<file path="src/rtl/seven_seg_pkg.sv">
// Shared definitions for the multiplexed seven-segment display driver:
// segment width, logical segment type and the hex-to-segment encoding table.
package seven_seg_pkg;

    localparam int SEG_W = 7;

    // Logical (active-high) segment pattern, bit 6 = a ... bit 0 = g
    typedef logic [SEG_W-1:0] seg_t;

    // Encoding table indexed by nibble value; entries listed from F down to 0
    localparam logic [15:0][SEG_W-1:0] SEG_TABLE = {
        7'b1000111,
        7'b1001111,
        7'b0111101,
        7'b1001110,
        7'b0011111,
        7'b1110111,
        7'b1111011,
        7'b1111111,
        7'b1110000,
        7'b1011111,
        7'b1011011,
        7'b0110011,
        7'b1111001,
        7'b1101101,
        7'b0110000,
        7'b1111110
    };

endpackage

</file>
<file path="src/rtl/seven_seg_mux_hex_to_seg.sv">
// Combinational nibble-to-segment decoder producing the logical
// (active-high) segment pattern for one hex digit.
module hex_to_seg
    import seven_seg_pkg::*;
(
    input  logic [3:0] nibble,
    output seg_t       seg
);

    // Straight table lookup; polarity is applied later at the output register
    assign seg = SEG_TABLE[nibble];

endmodule

</file>
<file path="src/rtl/seven_seg_mux.sv">
// Time-multiplexed hex display driver with a shadow register so that new
// values only appear on a frame boundary, optional leading-zero blanking and
// a global display enable.
// Optional feature: define SEVEN_SEG_DP_EN to add per-digit decimal points
// (input dp_in, output dp) that follow the same load/shadow/boundary rules.
module seven_seg_mux
    import seven_seg_pkg::*;
#(
    parameter int NUM_DIGITS  = 4,
    parameter int REFRESH_DIV = 100000,
    parameter int ACTIVE_LOW  = 1
)(
    input  logic                    clk,
    input  logic                    rst_n,
    input  logic                    load,
    input  logic [4*NUM_DIGITS-1:0] value,
    input  logic                    blank_lz,
    input  logic                    enable,
    output logic [SEG_W-1:0]        seg,
    output logic [NUM_DIGITS-1:0]   an,
    output logic                    pending
`ifdef SEVEN_SEG_DP_EN
    ,
    input  logic [NUM_DIGITS-1:0]   dp_in,
    output logic                    dp
`endif
);

    localparam int CNT_W = (REFRESH_DIV > 1) ? $clog2(REFRESH_DIV) : 1;
    localparam int IDX_W = (NUM_DIGITS > 1) ? $clog2(NUM_DIGITS) : 1;
    localparam logic [CNT_W-1:0] CNT_LAST = CNT_W'(REFRESH_DIV - 1);
    localparam logic [IDX_W-1:0] IDX_LAST = IDX_W'(NUM_DIGITS - 1);
    localparam logic INVERT = (ACTIVE_LOW != 0);

    logic [CNT_W-1:0]        cnt;
    logic [IDX_W-1:0]        idx;
    logic                    tick;
    logic                    boundary;
    logic [4*NUM_DIGITS-1:0] disp_reg;
    logic [4*NUM_DIGITS-1:0] shadow_reg;
    logic [NUM_DIGITS-1:0]   blank_mask;
    logic                    zero_run;
    logic [3:0]              sel_nibble;
    logic                    sel_blank;
    logic [NUM_DIGITS-1:0]   an_logic;
    logic [NUM_DIGITS-1:0]   an_gated;
    seg_t                    dec_seg;
    seg_t                    seg_logic;

    assign tick     = (cnt == CNT_LAST);
    assign boundary = tick && (idx == IDX_LAST);

    // Refresh prescaler: counts 0..REFRESH_DIV-1, a wrap is one digit tick
    always_ff @(posedge clk) begin
        if (!rst_n)
            cnt <= '0;
        else if (tick)
            cnt <= '0;
        else
            cnt <= cnt + 1'b1;
    end

    // Digit index advances once per tick and wraps at the last digit
    always_ff @(posedge clk) begin
        if (!rst_n)
            idx <= '0;
        else if (tick)
            idx <= (idx == IDX_LAST) ? '0 : idx + 1'b1;
    end

    // Shadow/display handoff: a load arriving on the boundary bypasses the shadow
    always_ff @(posedge clk) begin
        if (!rst_n) begin
            disp_reg   <= '0;
            shadow_reg <= '0;
            pending    <= 1'b0;
        end else if (boundary) begin
            if (load)
                disp_reg <= value;
            else if (pending)
                disp_reg <= shadow_reg;
            pending <= 1'b0;
        end else if (load) begin
            shadow_reg <= value;
            pending    <= 1'b1;
        end
    end

    // Leading-zero mask: a digit blanks when it and everything above it is zero
    always_comb begin
        blank_mask = '0;
        zero_run   = 1'b1;
        for (int i = NUM_DIGITS - 1; i >= 0; i--) begin
            zero_run      = zero_run && (disp_reg[4*i +: 4] == 4'h0);
            blank_mask[i] = blank_lz && zero_run && (i != 0);
        end
    end

    // Select the nibble, blank flag and anode for the digit currently scanned
    always_comb begin
        sel_nibble = 4'h0;
        sel_blank  = 1'b0;
        an_logic   = '0;
        for (int i = 0; i < NUM_DIGITS; i++) begin
            if (idx == IDX_W'(i)) begin
                sel_nibble  = disp_reg[4*i +: 4];
                sel_blank   = blank_mask[i];
                an_logic[i] = 1'b1;
            end
        end
    end

    hex_to_seg u_hex_to_seg (
        .nibble (sel_nibble),
        .seg    (dec_seg)
    );

    // Apply blanking and the global enable in the logical (active-high) domain
    always_comb begin
        seg_logic = dec_seg;
        an_gated  = an_logic;
        if (!enable) begin
            seg_logic = '0;
            an_gated  = '0;
        end else if (sel_blank) begin
            seg_logic = '0;
        end
    end

    // Output register; polarity inversion happens here so the pins are glitch-free
    always_ff @(posedge clk) begin
        if (!rst_n) begin
            seg <= {SEG_W{INVERT}};
            an  <= {NUM_DIGITS{INVERT}};
        end else begin
            seg <= seg_logic ^ {SEG_W{INVERT}};
            an  <= an_gated ^ {NUM_DIGITS{INVERT}};
        end
    end

`ifdef SEVEN_SEG_DP_EN
    logic [NUM_DIGITS-1:0] dp_disp;
    logic [NUM_DIGITS-1:0] dp_shadow;
    logic                  dp_logic;

    // Decimal points ride along with the value through the same shadow handoff
    always_ff @(posedge clk) begin
        if (!rst_n) begin
            dp_disp   <= '0;
            dp_shadow <= '0;
        end else if (boundary) begin
            if (load)
                dp_disp <= dp_in;
            else if (pending)
                dp_disp <= dp_shadow;
        end else if (load) begin
            dp_shadow <= dp_in;
        end
    end

    // Pick the decimal point of the scanned digit; only enable can blank it
    always_comb begin
        dp_logic = 1'b0;
        for (int i = 0; i < NUM_DIGITS; i++) begin
            if (idx == IDX_W'(i))
                dp_logic = dp_disp[i];
        end
        dp_logic = dp_logic && enable;
    end

    // Decimal point output register, same timing and polarity as seg
    always_ff @(posedge clk) begin
        if (!rst_n)
            dp <= INVERT;
        else
            dp <= dp_logic ^ INVERT;
    end
`endif

endmodule

</file>
<file path="config.mk">
export PLATFORM = sky130hd
export DESIGN_NAME = seven_seg_mux
export DESIGN_NICKNAME = d
export VERILOG_FILES = /design/src/rtl/seven_seg_pkg.sv /design/src/rtl/seven_seg_mux_hex_to_seg.sv /design/src/rtl/seven_seg_mux.sv
export SDC_FILE = /design/constraint.sdc
export NUM_CORES = 1
export LEC_CHECK = 0
export ABC_AREA = 1
export CAP_MARGIN = 20
export CORE_MARGIN = 1
export CORE_UTILIZATION = 50
export CTS_BUF_LIST = sky130_fd_sc_hd__clkbuf_8
export DETAILED_ROUTE_END_ITERATION = 12
export PLACE_DENSITY = 0.82
export SLEW_MARGIN = 20
export SYNTH_ARGS = -nofsm -noshare
export SYNTH_HDL_FRONTEND = slang
export SYNTH_SLANG_ARGS = --single-unit
</file>
<file path="constraint.sdc">
create_clock -name clk -period 2.08 [get_ports clk]
set_input_delay 0.312 -clock clk [delete_from_list [all_inputs] [get_ports clk]]
set_output_delay 0.312 -clock clk [all_outputs]
set_load 0.1 [all_outputs]
</file>
==> impl_metrics.json <==
{
  "synth.avg_cell_area_um2": 6.50,
  "cp_max_fo": 5,
  "drv_cap": 0,
  "via_per_inst": 4.99,
  "largest_reg_flops": 17,
  "gr-usage-met3_pct": 4.33,
  "hold_slack_ns": 0.460,
  "setup_viol": 0,
  "antennaDiodeCount": 0,
  "die_h_um": 84.5,
  "crit_path_start_kind": "flip-flop",
  "worstSetupPathType": "flip-flop to flip-flop",
  "cts_tree": "built",
  "cts.sinks": 63,
  "post_cts_buffers": 0,
  "start_util_pct": 52.7,
  "failed_checks": "design-rule violations",
  "clk_pin_slew_ns": 0.07,
  "slew_violations": 0,
  "die_x_um": 84.5,
  "fillers": 605,
  "firstDrtPassIters": 9,
  "drt_iter0_drc": 156,
  "gp_congestion": 0.924,
  "cp-end-kind": "flip-flop",
  "rsz0062_at_grt": "no",
  "antenna_left": 0,
  "syn_nets": 555,
  "outcome": "finished with violations",
  "gr-usage-met1_pct": 26.5,
  "root_buffer": "clkbuf_8",
  "period_share_pct": 92.5,
  "slew_headroom_pct": 72.1,
  "die_area_um2": 7140,
  "clockPowerShare_pct": 43.0,
  "worstMarginPinSlew_ns": 0.418,
  "hold_class": "flip-flop to flip-flop",
  "ir_drop_mv": 0.560,
  "wl_mm": 7.17,
  "hold_violations": 0,
  "yosysSeqAreaShare_pct": 37.1,
  "antenna_found_initial": 0,
  "required_ns": 2.27,
  "pin_count": 33,
  "comb_power_share_pct": 10.2,
  "p_int_mw": 2.03,
  "arrival_ns": 2.12,
  "cts_buffers": 9,
  "clk_latency_ns": 0.34,
  "seqPwrFrac_pct": 46.8,
  "sw_frac_of_total_pct": 24.1,
  "dp_hpwl_mm": 5.21,
  "grt_max_degree": 31,
  "ys_ff_latch": 63,
  "grt_pass1_wl_mm": 12.4,
  "ys_warn_count": 0,
  "cts_max_level": 3,
  "ys.flop_type": "dfxtp_1",
  "async_flop_share_pct": 0,
  "skew_ns": 0.00942,
  "grt-ovfl-total": 0,
  "area_growth_pct": 18.1,
  "max_freq_ghz": 0.520,
  "drive_gt1_share_pct": 10.1,
  "p_leak_nw": 1.89,
  "use_met2_pct": 36.2,
  "fin_crit_ns": 1.92,
  "netlist_area_um2": 3400,
  "fin_nets": 591,
  "clk_path_buf_depth": 2,
  "power.switching_mw": 0.646,
  "port_buffers": 32,
  "route.vias.total": 3196,
  "grt_pass1_vias": 2887,
  "pwr_density_cell_nw_per_um2": 666,
  "core_um2": 6460,
  "fp-row-count": 29,
  "synth_cells": 523,
  "track_usage_pct": 21.5,
  "synth-edff-count": 0,
  "ys_types": 30,
  "fin_setup_tns_ns": 0,
  "grt_most_used_layer": "met2",
  "drc": 5,
  "wl_per_cell_um": 11.2
}
layer usage:
layer  wire length, um  share of wire [%]
met1              3290                 46
met2              3320                 46
met3               426                5.9
met4               131                1.8
met5                 0                  0
critical path, cell delays in order, from the launching register on:
cell and delay, ns:
dfxtp_1 0.34, inv_1 0.15, ha_1 0.29, nand3_1 0.10, nand2_1 0.10, a21boi_1 0.07, buf_4 0.16, ha_1 0.28
inv_1 0.06, nand2_1 0.06, nand3_1 0.10, nand3_1 0.08
per-stage QoR:
step	instance area (um^2)	setup WS, ns	std cells	utilization [%]	power, mW
2_1_floorplan	3400	0.0224	523	-	1.47
3_3_place_gp	3780	0.188	625	58.6	1.55
3_5_place_dp	3780	0.0810	625	58.6	1.55
4_1_cts	4000	0.0588	640	61.9	2.70
5_1_grt	4020	0.0225	640	62.2	2.79
6_report	4020	0.155	640	62.2	2.68
cells in the final DEF, fill, tap and decap left out, drive strengths merged:
cell | synthesis | routed
clkinv | 2 | 4
nand3b | 16 | 16
nor3 | 6 | 6
bufinv | 0 | 2
a21boi | 2 | 2
clkbuf | 7 | 10
ha | 11 | 11
nand4 | 21 | 21
nor2 | 87 | 87
clkdlybuf4s50 | 0 | 20
a31oi | 1 | 1
nand2 | 148 | 148
a21oi | 31 | 31
o21ai | 6 | 6
buf | 11 | 23
inv | 81 | 82
dfxtp | 63 | 63
xor2 | 5 | 5
nand3 | 22 | 22
xnor2 | 1 | 1
nor3b | 2 | 2
worst paths after layout:
kind,startpoint,endpoint,slack [ns],depth (start not counted)
worst min-delay path,cnt[0],cnt[0],0.46,1
worst max register to register,idx[1],seg[3],0.16,11
worst min register to register,cnt[0],cnt[0],0.46,1
worst max-delay path,idx[1],seg[3],0.16,11
repair_timing:
item,in CTS,in global routing
hold buffers,0,0
setup endpoints to repair,0,5
gates resized for setup,0,7
synth_stat cells, types with 3 or more instances:
master / count / area [um^2]
buf_1: 3 / 11.3
nor2_2: 4 / 25.0
ha_1: 11 / 138
dfxtp_1: 63 / 1260
buf_2: 6 / 30.0
nand3_1: 20 / 100
inv_2: 5 / 18.8
inv_1: 76 / 285
o21ai_0: 6 / 30.0
a21oi_1: 31 / 155
xor2_1: 5 / 43.8
clkbuf_1: 7 / 26.3
nor3_1: 5 / 25.0
nand3b_1: 16 / 120
nand4_1: 20 / 125
nand2_1: 147 / 552
nor2_1: 82 / 308
cell families (layout without fill, tap and decap cells):
family	after synthesis	count (layout)	synth area share (%)
simple gates	302	302	39.6
buf+inv	101	141	11.7
flops	63	63	37.1
compound gates	40	40	6.07
fa+ha+maj	11	11	4.05
xor+xnor	6	6	1.54
power by group through the flow:
stage                     Clock (mW)  Combinational (mW)  Sequential (mW)
after floorplan                    0               0.126             1.34
after global placement             0               0.268             1.28
after detailed placement           0               0.273             1.28
after CTS                       1.17               0.275             1.25
after global routing            1.23               0.304             1.25
final                           1.15               0.274             1.25
cell type report:
cell class	instances	area (um^2)	area share, %
clock buffer	10	138	3.42
timing repair buffer	43	373	9.28
tap	77	96.3	2.40
inverter	83	312	7.75
multi-input combinational	359	1760	43.9
clock inverter	5	73.8	1.84
sequential	63	1260	31.4
(Power assumes the default switching activity.)
